File: src/rtl/spike_pkg.sv
// spike_pkg: shared mode encodings and datapath width helper for the spike generator
package spike_pkg;
  localparam logic MODE_RESET_ZERO = 1'b0;
  localparam logic MODE_SUBTRACT   = 1'b1;
  function automatic int diff_w(input int uw);
    return uw + 2;
  endfunction
endpackage

File: src/rtl/spike_threshold_cmp.sv
// spike_threshold_cmp: one channel's threshold compare and post-decision membrane value
module spike_threshold_cmp
  import spike_pkg::*;
#(
  parameter int U_W = 8
) (
  input  logic [U_W-1:0] u_i,
  input  logic [U_W-1:0] theta,
  input  logic           blocked_i,
  input  logic           mode,
  output logic           spike_i,
  output logic [U_W-1:0] u_next_i
);
  localparam int DW = diff_w(U_W);
  logic [DW-1:0] diff;
  always_comb begin
    diff     = {{2{u_i[U_W-1]}}, u_i} - {2'b00, theta};
    spike_i  = ~diff[DW-1] & ~blocked_i;
    u_next_i = blocked_i ? '0 :
               spike_i   ? (mode == MODE_SUBTRACT ? diff[U_W-1:0] : '0) :
               u_i;
  end
endmodule

File: src/rtl/spike_generator_mc.sv
// spike_generator_mc: registered multi-channel spike generator with per-channel refractory counters
module spike_generator_mc
  import spike_pkg::*;
#(
  parameter int N_CH  = 4,
  parameter int U_W   = 8,
  parameter int REF_W = 4
) (
  input  logic                clk,
  input  logic                rst_n,
  input  logic                in_valid,
  input  logic [N_CH*U_W-1:0] u,
  input  logic [U_W-1:0]      theta,
  input  logic [REF_W-1:0]    ref_period,
  input  logic                mode,
  output logic                out_valid,
  output logic [N_CH-1:0]     spike,
  output logic [N_CH*U_W-1:0] u_next,
  output logic [N_CH-1:0]     refractory
);
  logic [REF_W-1:0]    cnt_q [N_CH];
  logic [REF_W-1:0]    cnt_d [N_CH];
  logic [N_CH-1:0]     spike_q, spike_d, blocked, spk_c;
  logic [N_CH*U_W-1:0] u_next_q, u_next_d, unx_c;
  logic                out_valid_q, out_valid_d;
  for (genvar g = 0; g < N_CH; g++) begin : g_ch
    assign blocked[g]    = |cnt_q[g];
    assign refractory[g] = |cnt_q[g];
    spike_threshold_cmp #(.U_W(U_W)) u_cmp (
      .u_i      (u[g*U_W +: U_W]),
      .theta    (theta),
      .blocked_i(blocked[g]),
      .mode     (mode),
      .spike_i  (spk_c[g]),
      .u_next_i (unx_c[g*U_W +: U_W])
    );
  end
  always_comb begin
    out_valid_d = in_valid;
    spike_d     = in_valid ? spk_c : '0;
    u_next_d    = in_valid ? unx_c : u_next_q;
    cnt_d       = cnt_q;
    for (int i = 0; i < N_CH; i++)
      if (in_valid)
        cnt_d[i] = spk_c[i] ? ref_period : blocked[i] ? cnt_q[i] - REF_W'(1) : cnt_q[i];
  end
  always_ff @(posedge clk) begin
    if (!rst_n) begin
      out_valid_q <= 1'b0;
      spike_q     <= '0;
      u_next_q    <= '0;
      for (int i = 0; i < N_CH; i++) cnt_q[i] <= '0;
    end else begin
      out_valid_q <= out_valid_d;
      spike_q     <= spike_d;
      u_next_q    <= u_next_d;
      cnt_q       <= cnt_d;
    end
  end
  assign out_valid = out_valid_q;
  assign spike     = spike_q;
  assign u_next    = u_next_q;
endmodule

File: config.mk
export PLATFORM = sky130hd
export DESIGN_NAME = spike_generator_mc
export DESIGN_NICKNAME = d
export VERILOG_FILES = /design/src/rtl/spike_pkg.sv /design/src/rtl/spike_threshold_cmp.sv /design/src/rtl/spike_generator_mc.sv
export SDC_FILE = /design/constraint.sdc
export NUM_CORES = 1
export LEC_CHECK = 0
export CORE_MARGIN = 5
export CORE_UTILIZATION = 40
export DETAILED_ROUTE_END_ITERATION = 7
export PLACE_DENSITY = 0.68
export SYNTH_ARGS = -nofsm -noshare
export SYNTH_HDL_FRONTEND = slang
export SYNTH_SLANG_ARGS = --single-unit
File: constraint.sdc
create_clock -name clk -period 2.1 [get_ports clk]
set_input_delay 0.315 -clock clk [delete_from_list [all_inputs] [get_ports clk]]
set_output_delay 0.315 -clock clk [all_outputs]
set_load 0.01 [all_outputs]
Yosys cells after proc, flatten, opt, wreduce, memory -nomap -nowiden
Index checks and enable logic that the tools add are counted.
- bits in registers: 53
- input bits: 48
- output and inout port bits: 41
- word-level logic and storage cells: 60
- add/subtract/negate cells: 8
- mux-type cells: 20
- bitwise gates (word level): 12
- reduce and logical (&&, ||, !) cells: 13
- operators by type and width (operator ; number):
    8-bit two-way mux ; 12
    8-bit by 9-bit subtractor with 10-bit output ; 4
    4-bit two-way mux ; 8
    4-bit OR reduction ; 4
    4-bit by 1-bit subtractor with 4-bit output (second input constant) ; 4
    2-bit AND reduction ; 5
    1-bit NOT ; 8
    2-bit nonzero test ; 4
    1-bit bitwise AND ; 4

Logic depth before layout (Yosys ltp)
- depth in word-level cells: 5
- mapped depth: 9
- depth with buffers taken out: 9

Hierarchy
From an unflattened synthesis, not the netlist that was laid out.
- cells, all modules: 573
- area, all modules: 4623.2 um^2
- modules (own cells, without submodules) (module ; instances ; cells an instance ; area an instance (um^2) ; sequential area each (um^2)):
    spike_generator_mc ; 1 ; 261 ; 2371.0 ; 1061.0
    spike_threshold_cmp ; 4 ; 78 ; 563.0 ; 0.0

Worst setup path after synthesis
No wires, ideal clock.
- path kind: input -> register
- start point: input theta[5]
- end point: register cnt_q[7] (netlist name)
- setup time: 117 ps
- data arrival time: 2117 ps
- data required time: 1983 ps
- slack: -135 ps
- cell stages on the path: 8
- buffers on the path: 0
- path through: inv_1 > ha_1 > and3_1 > a221oi_1 > a21bo_2 > nand2_4 > mux2_2 > a32o_1
- word-level cells in the longest chain between the ends: 5
- elaborated cells on any way between the ends: 6
- classes of those cells: 1 x add/sub; 1 x mux; 2 x bitwise; 2 x reduce/logical
- RTL lines (element ; RTL line ; RTL):
    start, declared ; spike_generator_mc.sv:13 ; input logic [U_W-1:0] theta,
    8-bit by 9-bit subtractor with 10-bit output (*) ; spike_threshold_cmp.sv:17 ; diff = {{2{u_i[U_W-1]}}, u_i} - {2'b00, theta};
    1-bit NOT (*) ; spike_threshold_cmp.sv:18 ; spike_i = ~diff[DW-1] & ~blocked_i;
    1-bit bitwise AND (*) ; spike_threshold_cmp.sv:18 ;
    2-bit nonzero test (no line) ; -- ;
    2-bit AND reduction (no line) ; -- ;
    end signal, assigned ; spike_generator_mc.sv:57 ; cnt_q <= cnt_d;
    end, declared ; spike_generator_mc.sv:21 ; logic [REF_W-1:0] cnt_q [N_CH];
Mark *: on every way between the ends. The rest lies on a longest branch, timed or not.
A chain may end at the register's enable or synchronous reset.

Final worst setup path
- start point: input theta[4]
- end point: register cnt_q[11] (netlist name)
The elaborated chain is that of the path after synthesis.

==> summary.md <==
| Metric | Value |
|---|---|
| Share of layout cells above drive strength 1 | 0.307 |
| Post-synthesis compound-gate area fraction | 0.263 |
| Ports | 89 |
| Synth Area in Adders | 0.143 |
| Multiplexer share of the synthesized area | 0.0403 |
| Reg area | 1060 um^2 |
| Setup crit start | theta[4] |
| Seq cells post-synth | 53 |
| Mapped Area | 4070 um^2 |
| Routed WL | 13900 um |
| Fin crit period | 2.05 ns |
| Hold_ws | 0.366 ns |
| Achievable frequency | 488 MHz |
| Share of flip-flops with an asynchronous set or reset | 0 |
| R2r setup slk | 0.23 ns |
| Static leakage | 0.00281 uW |
| Crit end category | flip-flop |
| Met3 WL | 688 um |
| CTS tree | built |
| DRT met1 WL | 5990 um |
| Reg2reg end | u_next[21]$_SDFFE_PN0P_ |
| Critical path launch point type | input port |
| Switching power | 2040 uW |
| Worst Path Arrival | 2.26 ns |
| Worst skew pair latency | 0.32 ns |
| Pwr dens | 793 nW/um^2 |
| Largest family of logic cells by synthesized area | compound AO/OA/AOI/OAI gates |
| Post-CTS Hold Fix Bufs | 0 |
| Worst Tran Pin Value | 0.399 ns |
| Max Buffers Root-to-Sink | 2 |
| Vias | 4569 |
| DRC | 0 |
| Gr ovfl total | 0 |
| WL/cell | 16.7 um |
| Maximum VDD drop | 387 uV |
| Crit path max fanout | 4 |
| H-tree levels | 2 |
| Antenna-violating nets left | 0 |
| Net Sw Frac | 0.398 |
| Post-synth EDFFs | 0 |
| CTS sink cnt | 53 |
| Drt initial violations | 195 |
| Post-synth cell types | 61 |
| Multi-input logic area | 3190 um^2 |
| Final nets | 793 |
| Die Wd | 111 um |
| Post-synth top area cell | dfxtp_1 |
| Clock transition at path regs | 0.10 ns |
| Chip height | 111 um |
| DP Wirelength | 10600 um |
| First-pass GRT wire length | 22500 um |
| Final Hold Fails | 0 |
| Final count of pins violating max slew | 0 |
| Hold Path Stages | 3 |
| Die area | 12300 um^2 |
| Yosys warns | 0 |
| Met2 WL | 6860 um |
| Cts bufs inserted | 5 |
| Logic pwr share | 0.577 |
| Synth top area share | 0.261 |
| Number of global-route vias before repair | 4768 |
| ANT cells | 0 |
| Syn nets | 598 |
| Synth area leaders | dfxtp_1 (26%), ha_1 (12%), o21ai_0 (5.3%) |
| Fillers | 798 |
| Row cnt | 36 |
| Global Route Usage Sum | 0.217 |
| Max-Cap Viols | 0 |
| Min-delay worst type | input port to flip-flop |
| Hold Path End | u_next[2]$_SDFFE_PN0P_ |
| Critical path class | input port to flip-flop |
| Synth Area per Inst | 8.04 um^2 |
| Sequential share of power | 0.284 |
| CP required | 2.31 ns |
| Post-synthesis xor/xnor area fraction | 0.0258 |
| Internal power | 3090 uW |
| # setup viols final | 0 |
| Reg2reg path depth | 10 |
| Gpl congestion | 0.935 |
| Root Driver | clkbuf_8 |
| Core area | 9860 um^2 |
| Clock skew | 0.00809 ns |
| Status | finished, final reports clean |
| Headroom to the max-slew limit | 0.727 |
| Period utilisation layout | 0.975 |
| Clock network fraction of total power | 0.139 |
| Detailed Routing Iterations Pass 1 | 5 |
| Area growth from synthesis to layout | 59.0% |
| Top FF cell, synth | dfxtp_1 |
| Sequential area share after synthesis | 0.261 |
| Port bufs | 88 |
| Maximum number of pins on one net before global-route repair | 22 |
| R2R Path Start | cnt_q[4]$_SDFFE_PN0P_ |
| Initial antenna violation count | 0 |
| Simple-gate portion of the synthesized area | 0.199 |
| Initial Util | 0.413 |
| DR top layer | met4 |
| Post-Synthesis Cells | 506 |
| Hold path start | u[2] |
| Tot Pwr | 5130 uW |
| DR vias/cell | 5.48 |
==> cell usage after synthesis (3+ instances only) <==
cell,instances
a221oi_1,4
clkbuf_1,5
or3_1,5
nand4_1,6
and2_1,4
mux2i_1,13
o211ai_1,6
inv_1,40
xnor2_1,7
nor2_1,34
o21bai_1,3
a21boi_0,4
nand3_1,17
fa_1,4
buf_6,3
dfxtp_1,53
a21o_1,8
o21a_1,5
xor2_1,5
a31oi_1,13
a32oi_1,5
nor2b_1,12
a32o_1,5
nand2b_1,11
buf_4,5
o21ai_0,43
a21oi_1,28
nor3_1,14
and3_1,5
o31ai_1,9
ha_1,40
mux2_2,3
nand2_1,50
==> per-layer routing <==
layer  up-vias  global-route usage
met5         -                   0
met4         0              0.0829
met3        27              0.0322
met2       137               0.381
met1      2180               0.268
li1       2225                   -
==> how the worst max path moves through the flow <==
stage                              end  cells after the start  slack (ns)
2_1_floorplan    cnt_q[7]$_SDFFE_PN0P_                      8       -0.05
4_1_cts        u_next[23]$_SDFFE_PN0P_                      9      -0.004
5_1_grt        u_next[11]$_SDFFE_PN0P_                     11       -0.01
3_3_place_gp     cnt_q[7]$_SDFFE_PN0P_                      9       -0.62
3_5_place_dp   u_next[19]$_SDFFE_PN0P_                     10       -0.67
6_report        cnt_q[11]$_SDFFE_PN0P_                     10        0.05
==> cell type report <==
class,instances,area share
multi-input combinational,395,0.492
tap,133,0.0257
clock buffer,5,0.0106
sequential,53,0.164
clock inverter,2,0.00541
timing repair buffer,206,0.276
inverter,40,0.0257
==> cell families after synthesis <==
family / Yosys count
fa+ha+maj: 44
compound gates: 156
simple gates: 167
buf+inv: 58
xor+xnor: 12
flops: 53
mux: 16
==> power by group through the flow <==
stage	Sequential, uW	Clock (uW)	Combinational, uW
6_report	1460	714	2960
3_3_place_gp	1450	0	2620
2_1_floorplan	1480	0	1670
5_1_grt	1490	755	3270
4_1_cts	1450	729	2740
3_5_place_dp	1470	0	2700
==> repair_timing <==
item                       4_1_cts  5_1_grt
pin swaps                       15       35
resized for setup               62       67
setup endpoints to repair       56       42
buffers inserted                 8       11
==> flip-flops by register name, indices dropped and copies added, names as in the netlist <==
signal     cells
spike          4
cnt_q         16
u_next        32
out_valid      1
==> cells in the final DEF (no fill, tap or decap), types with 7 or more instances in the layout <==
cell type and instances:
nand3_1 17, clkdlybuf4s50_1 57, ha_4 17, a21oi_1 26, xnor2_1 7, nor3_1 14, nand2b_1 8, inv_1 29
dlymetal6s2s_1 8, a31oi_1 10, dfxtp_1 51, ha_1 21, nor2_1 28, nor2b_1 7, a21o_1 8, mux2i_1 12
o21ai_1 7, dlygate4sd2_1 18, buf_4 112, o21ai_0 35, nor2_2 7, nand2_1 50
==> per-stage QoR <==
| stage | util | setup TNS, ns | worst slack [ns] | instances | instance area (um^2) |
|---|---|---|---|---|---|
| floorplan | - | -0.0531 | -0.0455 | 506 | 4190 |
| global placement | 0.593 | -25.86 | -0.624 | 808 | 5850 |
| detailed placement | 0.593 | -27.20 | -0.666 | 808 | 5850 |
| CTS | 0.621 | -0.00424 | -0.00424 | 823 | 6130 |
| global route | 0.656 | -0.0448 | -0.0128 | 834 | 6470 |
| finish | 0.656 | 0 | 0.0525 | 834 | 6470 |
==> worst max-delay path, cell delays in order <==
cell        delay, ns
buf_6            0.07
clkinvlp_4       0.16
ha_4             0.29
a21o_1           0.18
buf_4            0.15
a221oi_4         0.24
a21bo_4          0.27
nand2_4          0.07
mux2_4           0.29
a32o_1           0.21
Power figures use the tool's default switching activity.
